===== config.mk =====
export PLATFORM = sky130hd
export DESIGN_NAME = stack_unit
export DESIGN_NICKNAME = d
export VERILOG_FILES = /design/src/rtl/stack_unit.sv
export SDC_FILE = /design/constraint.sdc
export NUM_CORES = 1
export LEC_CHECK = 0
export CAP_MARGIN = 20
export CORE_ASPECT_RATIO = 1.1
export CORE_MARGIN = 3
export CORE_UTILIZATION = 35
export DETAILED_ROUTE_END_ITERATION = 12
export PLACE_DENSITY_LB_ADDON = 0.2
export SLEW_MARGIN = 20
export SYNTH_ARGS = -nofsm -noshare
export SYNTH_HDL_FRONTEND = slang
export SYNTH_SLANG_ARGS = --single-unit

===== constraint.sdc =====
create_clock -name clk -period 4.7 [get_ports clk]
set_clock_uncertainty 0.1 [all_clocks]
set_input_delay 0.94 -clock clk [delete_from_list [all_inputs] [get_ports clk]]
set_output_delay 0.94 -clock clk [all_outputs]
set_load 0.03 [all_outputs]

===== src/rtl/stack_unit.sv =====
// Hardware operand stack for the nanoRisc datapath.
// Provides the ALU's top-of-stack operands and accepts pushes of pushr/pushi/ALU
// results. Pops are applied before the push within one cycle. A request that
// would underflow or overflow is dropped whole and raises a sticky error flag.
module stack_unit #(
  parameter int DATA_W = 8,
  parameter int DEPTH  = 16,
  parameter int CNT_W  = $clog2(DEPTH + 1)
) (
  input  logic              clk,
  input  logic              rst_n,
  input  logic              s_en,
  input  logic              s_reset,
  input  logic              s_en_op,
  input  logic              s_op,
  input  logic              s_en_noOpPop,
  input  logic              s_en_popQuantity,
  input  logic [DATA_W-1:0] data_in,
  output logic [DATA_W-1:0] top,
  output logic [DATA_W-1:0] second,
  output logic [CNT_W-1:0]  count,
  output logic              empty,
  output logic              full,
  output logic              ovf,
  output logic              unf
);

  localparam int AW = $clog2(DEPTH);

  logic [DATA_W-1:0] mem [DEPTH];
  logic [CNT_W-1:0]  sp;
  logic              ovf_q;
  logic              unf_q;

  logic [1:0]        npop;
  logic              npush;
  logic [CNT_W-1:0]  npop_ext;
  logic [CNT_W-1:0]  sp_after_pop;
  logic [CNT_W-1:0]  sp_next;
  logic              underflow;
  logic              overflow;
  logic              do_op;
  logic [AW-1:0]     wr_idx;
  logic [AW-1:0]     top_idx;
  logic [AW-1:0]     second_idx;

  // Work out this cycle's pop/push counts and whether the request is legal.
  // Underflow takes precedence, so overflow is only considered when the pops fit.
  always_comb begin
    npop = 2'd0;
    if (s_en_noOpPop) begin
      npop = s_en_popQuantity ? 2'd2 : 2'd1;
    end
    if (s_en_op && !s_op) begin
      npop = npop + 2'd1;
    end
    npush        = s_en_op & s_op;
    npop_ext     = CNT_W'(npop);
    underflow    = (npop_ext > sp);
    sp_after_pop = sp - npop_ext;
    overflow     = npush && !underflow && (sp_after_pop == CNT_W'(DEPTH));
    sp_next      = sp_after_pop + CNT_W'(npush);
    do_op        = s_en && !s_reset && !underflow && !overflow;
    wr_idx       = AW'(sp_after_pop);
  end

  // Stack pointer and sticky error flags; clear has priority over any request.
  always_ff @(posedge clk or negedge rst_n) begin
    if (!rst_n) begin
      sp    <= '0;
      ovf_q <= 1'b0;
      unf_q <= 1'b0;
    end else if (s_en) begin
      if (s_reset) begin
        sp    <= '0;
        ovf_q <= 1'b0;
        unf_q <= 1'b0;
      end else if (underflow) begin
        unf_q <= 1'b1;
      end else if (overflow) begin
        ovf_q <= 1'b1;
      end else begin
        sp <= sp_next;
      end
    end
  end

  // Storage array is left unreset; entries above sp are never presented.
  always_ff @(posedge clk) begin
    if (do_op && npush) begin
      mem[wr_idx] <= data_in;
    end
  end

  // Outputs come only from registered state, with invalid entries forced to 0.
  always_comb begin
    top_idx    = AW'(sp - CNT_W'(1));
    second_idx = AW'(sp - CNT_W'(2));
    top        = (sp >= CNT_W'(1)) ? mem[top_idx]    : '0;
    second     = (sp >= CNT_W'(2)) ? mem[second_idx] : '0;
    count      = sp;
    empty      = (sp == '0);
    full       = (sp == CNT_W'(DEPTH));
    ovf        = ovf_q;
    unf        = unf_q;
  end

endmodule


==> flow_summary.ini <==
[routing]
drc = 0
vias = 3964
drt_iter0_markers = 351
wl_um = 17700
wl_per_cell_um = 25.1
drt-pass1-iter-count = 4
viasPerCell = 5.64
antenna_left = 0

[clock_network]
cts_buffers = 17
cts_num_sinks = 135
clk_latency_ns = 0.42
clockRootBuffer = clkbuf_16
cts_resized = 0
cts_tree = yes
htreeDepth = 4
cts_setup_buffers = 0
clk_path_buf_depth = 2
hold_buffers = 0
clk_pin_slew_ns = 0.06

[synth]
synth_edf_count = 128
synthCells = 381
ys_dominant_reg_cell = edfxtp_1
ys_async_sr_fraction = 0.0519
synth-seq-cells = 135
synth_area_um2 = 6810
ys_seq_area_frac = 0.591
synth.avg_cell_area_um2 = 17.9
yosysWarnings = 0
synth_cell_types = 44
syn_nets = 407

[sta]
min_period_ns = 4.40
finalSetupTns_ns = 0
fin_crit_sh = 0.937
final-hold-violation-count = 0
finalSetupViolCount = 0
relSlewSlack = 0.403
fmax_ghz = 0.227
fin_ws_ns = 0.298
rsz0062_at_grt = no
worstMarginPinSlew_ns = 0.891
final_max_slew_viol_count = 0

[global_routing]
grt_max_degree = 47
antenna_found_initial = 0
grt_pass1_wl_um = 27000
overflow = 0
grt_pass1_vias = 4300
grt_usage = 0.173

[critical_path]
slowest_delay_ns = 0.64
required_ns = 3.66
crit_fanout = 11
crit_path_start_kind = flip-flop
path_cells = inv_1 -> ha_1 -> xor2_2 -> buf_4 -> mux4_2 -> nor2b_1 -> clkdlybuf4s50_1
cp-end-kind = output port
cp.arrival_ns = 3.36
crit_type = reg2out
rrSetupSlack_ns = 1.14
cp_slowest_cell = clkdlybuf4s50_1

[finish]
drive_gt1_frac = 0.337
num_antenna_cells = 0
nets = 473
fillers = 1688
layout_common_cells = edfxtp_1 (128), mux4_2 (72), buf_4 (34), clkdlybuf4s50_1 (32), nor2_1 (24)
multi_input_area_um2 = 2620
finalInstanceArea_um2 = 8210
regArea_um2 = 4020
synthToLayoutAreaGrowth_pct = 20.6
final_common_cell = edfxtp_1

[die]
core_area_um2 = 18700
rows = 52
fp.dieW_um = 139
dieArea_um2 = 21200
dieHeight_um = 152
start_util = 0.363
pin_count = 41

[power_and_ir_drop]
cellPowerDensity_nw_per_um2 = 683
total_power_w = 0.00561
ir_drop_v = 0.000598
leakagePower_nw = 2.64

[placed_design]
hpwl_um = 12200
gp_congestion = 0.785
pre_cts_ws_ns = 0.0895
port_buffers = 40
dpl-instance-area_um2 = 7630

[run_status]
outcome = completed

[min_path]
hold_class = reg2reg

[run]
cap_violations = 0
[power breakdown]
| part | switching (W) | internal [W] | leakage (nW) |
|---|---|---|---|
| logic | 0.00158 | 0.00133 | 1.14 |
| registers | 0.0000647 | 0.00136 | 1.24 |
| clock network | 0.000539 | 0.000736 | 0.264 |
[final cells by class]
class                           count  area share
Multi-Input combinational cell    214       0.319
Clock buffer                       17      0.0518
Timing Repair Buffer               70      0.0799
Inverter                            9     0.00412
Sequential cell                   135       0.490
Clock inverter                     15      0.0174
Tap cell                          243      0.0370
[cell usage after synthesis, types with 2 or more instances]
master / instances / area, um^2
ha_1: 9 / 113
buf_6: 3 / 33.8
buf_1: 2 / 7.51
nor2b_1: 18 / 113
o211ai_1: 2 / 15.0
buf_4: 7 / 52.6
mux4_2: 72 / 1620
nand2b_1: 2 / 12.5
nor2_1: 24 / 90.1
a211oi_1: 16 / 120
xnor2_1: 5 / 43.8
a32o_1: 2 / 20.0
edfxtp_1: 128 / 3840
o21ai_0: 2 / 10.0
o21a_1: 3 / 22.5
nand3_1: 8 / 40.0
or2_2: 3 / 18.8
buf_2: 8 / 40.0
xor2_1: 2 / 17.5
a21oi_1: 3 / 15.0
or3_1: 4 / 25.0
nor3_1: 2 / 10.0
clkbuf_1: 3 / 11.3
inv_1: 9 / 33.8
nand2_1: 12 / 45.0
mux2i_1: 8 / 80.1
dfrtp_1: 7 / 175
[worst paths after layout]
path	startpoint	to	cells past startpoint
worst max-delay path	count[2]	second[2]	7
worst min-delay path	ovf	ovf	1
worst max register to register	count[0]	mem[10][2]	9
worst min register to register	ovf	ovf	1
max in group asynchronous	rst_n	count[0]	1
min in group asynchronous	rst_n	count[4]	1
[flip-flops by register name, summed over array words and instances (netlist names)]
name	flops
ovf	1
mem	128
count	5
unf	1
[routing by layer]
metal,wire length (um),vias up,global-route usage,part of all wire
met1,7550,2095,0.225,0.43
li1,-,1720,-,-
met3,975,24,0.0377,0.055
met5,0,-,0,0
met4,410,0,0.0680,0.023
met2,8740,125,0.283,0.49
[logic make-up (layout without fill, tap and decap cells)]
logic type | Yosys count | after routing | share of synthesized area
compound gates | 38 | 38 | 0.0439
xor+xnor | 8 | 8 | 0.0114
fa+ha+maj | 10 | 10 | 0.0195
buf+inv | 32 | 111 | 0.0263
flops | 135 | 135 | 0.591
mux | 80 | 80 | 0.250
simple gates | 78 | 78 | 0.0583
[through the flow]
| step | hold WS [ns] | util | instances |
|---|---|---|---|
| after floorplan | 0.544 | - | 381 |
| after global placement | 0.388 | 0.407 | 671 |
| after detailed placement | 0.390 | 0.407 | 671 |
| after CTS | 0.408 | 0.438 | 703 |
| after global routing | 0.421 | 0.438 | 703 |
| final | 0.398 | 0.438 | 703 |
[critical path: cells and delay by family (launching register included)]
family | cells | cell delay, ns
buf+inv | 3 | 1.19
fa+ha+maj | 1 | 0.30
mux | 1 | 0.55
simple gates | 1 | 0.16
xor+xnor | 1 | 0.13
flops | 1 | 0.62
No activity file was read; power rests on OpenSTA's default activity.
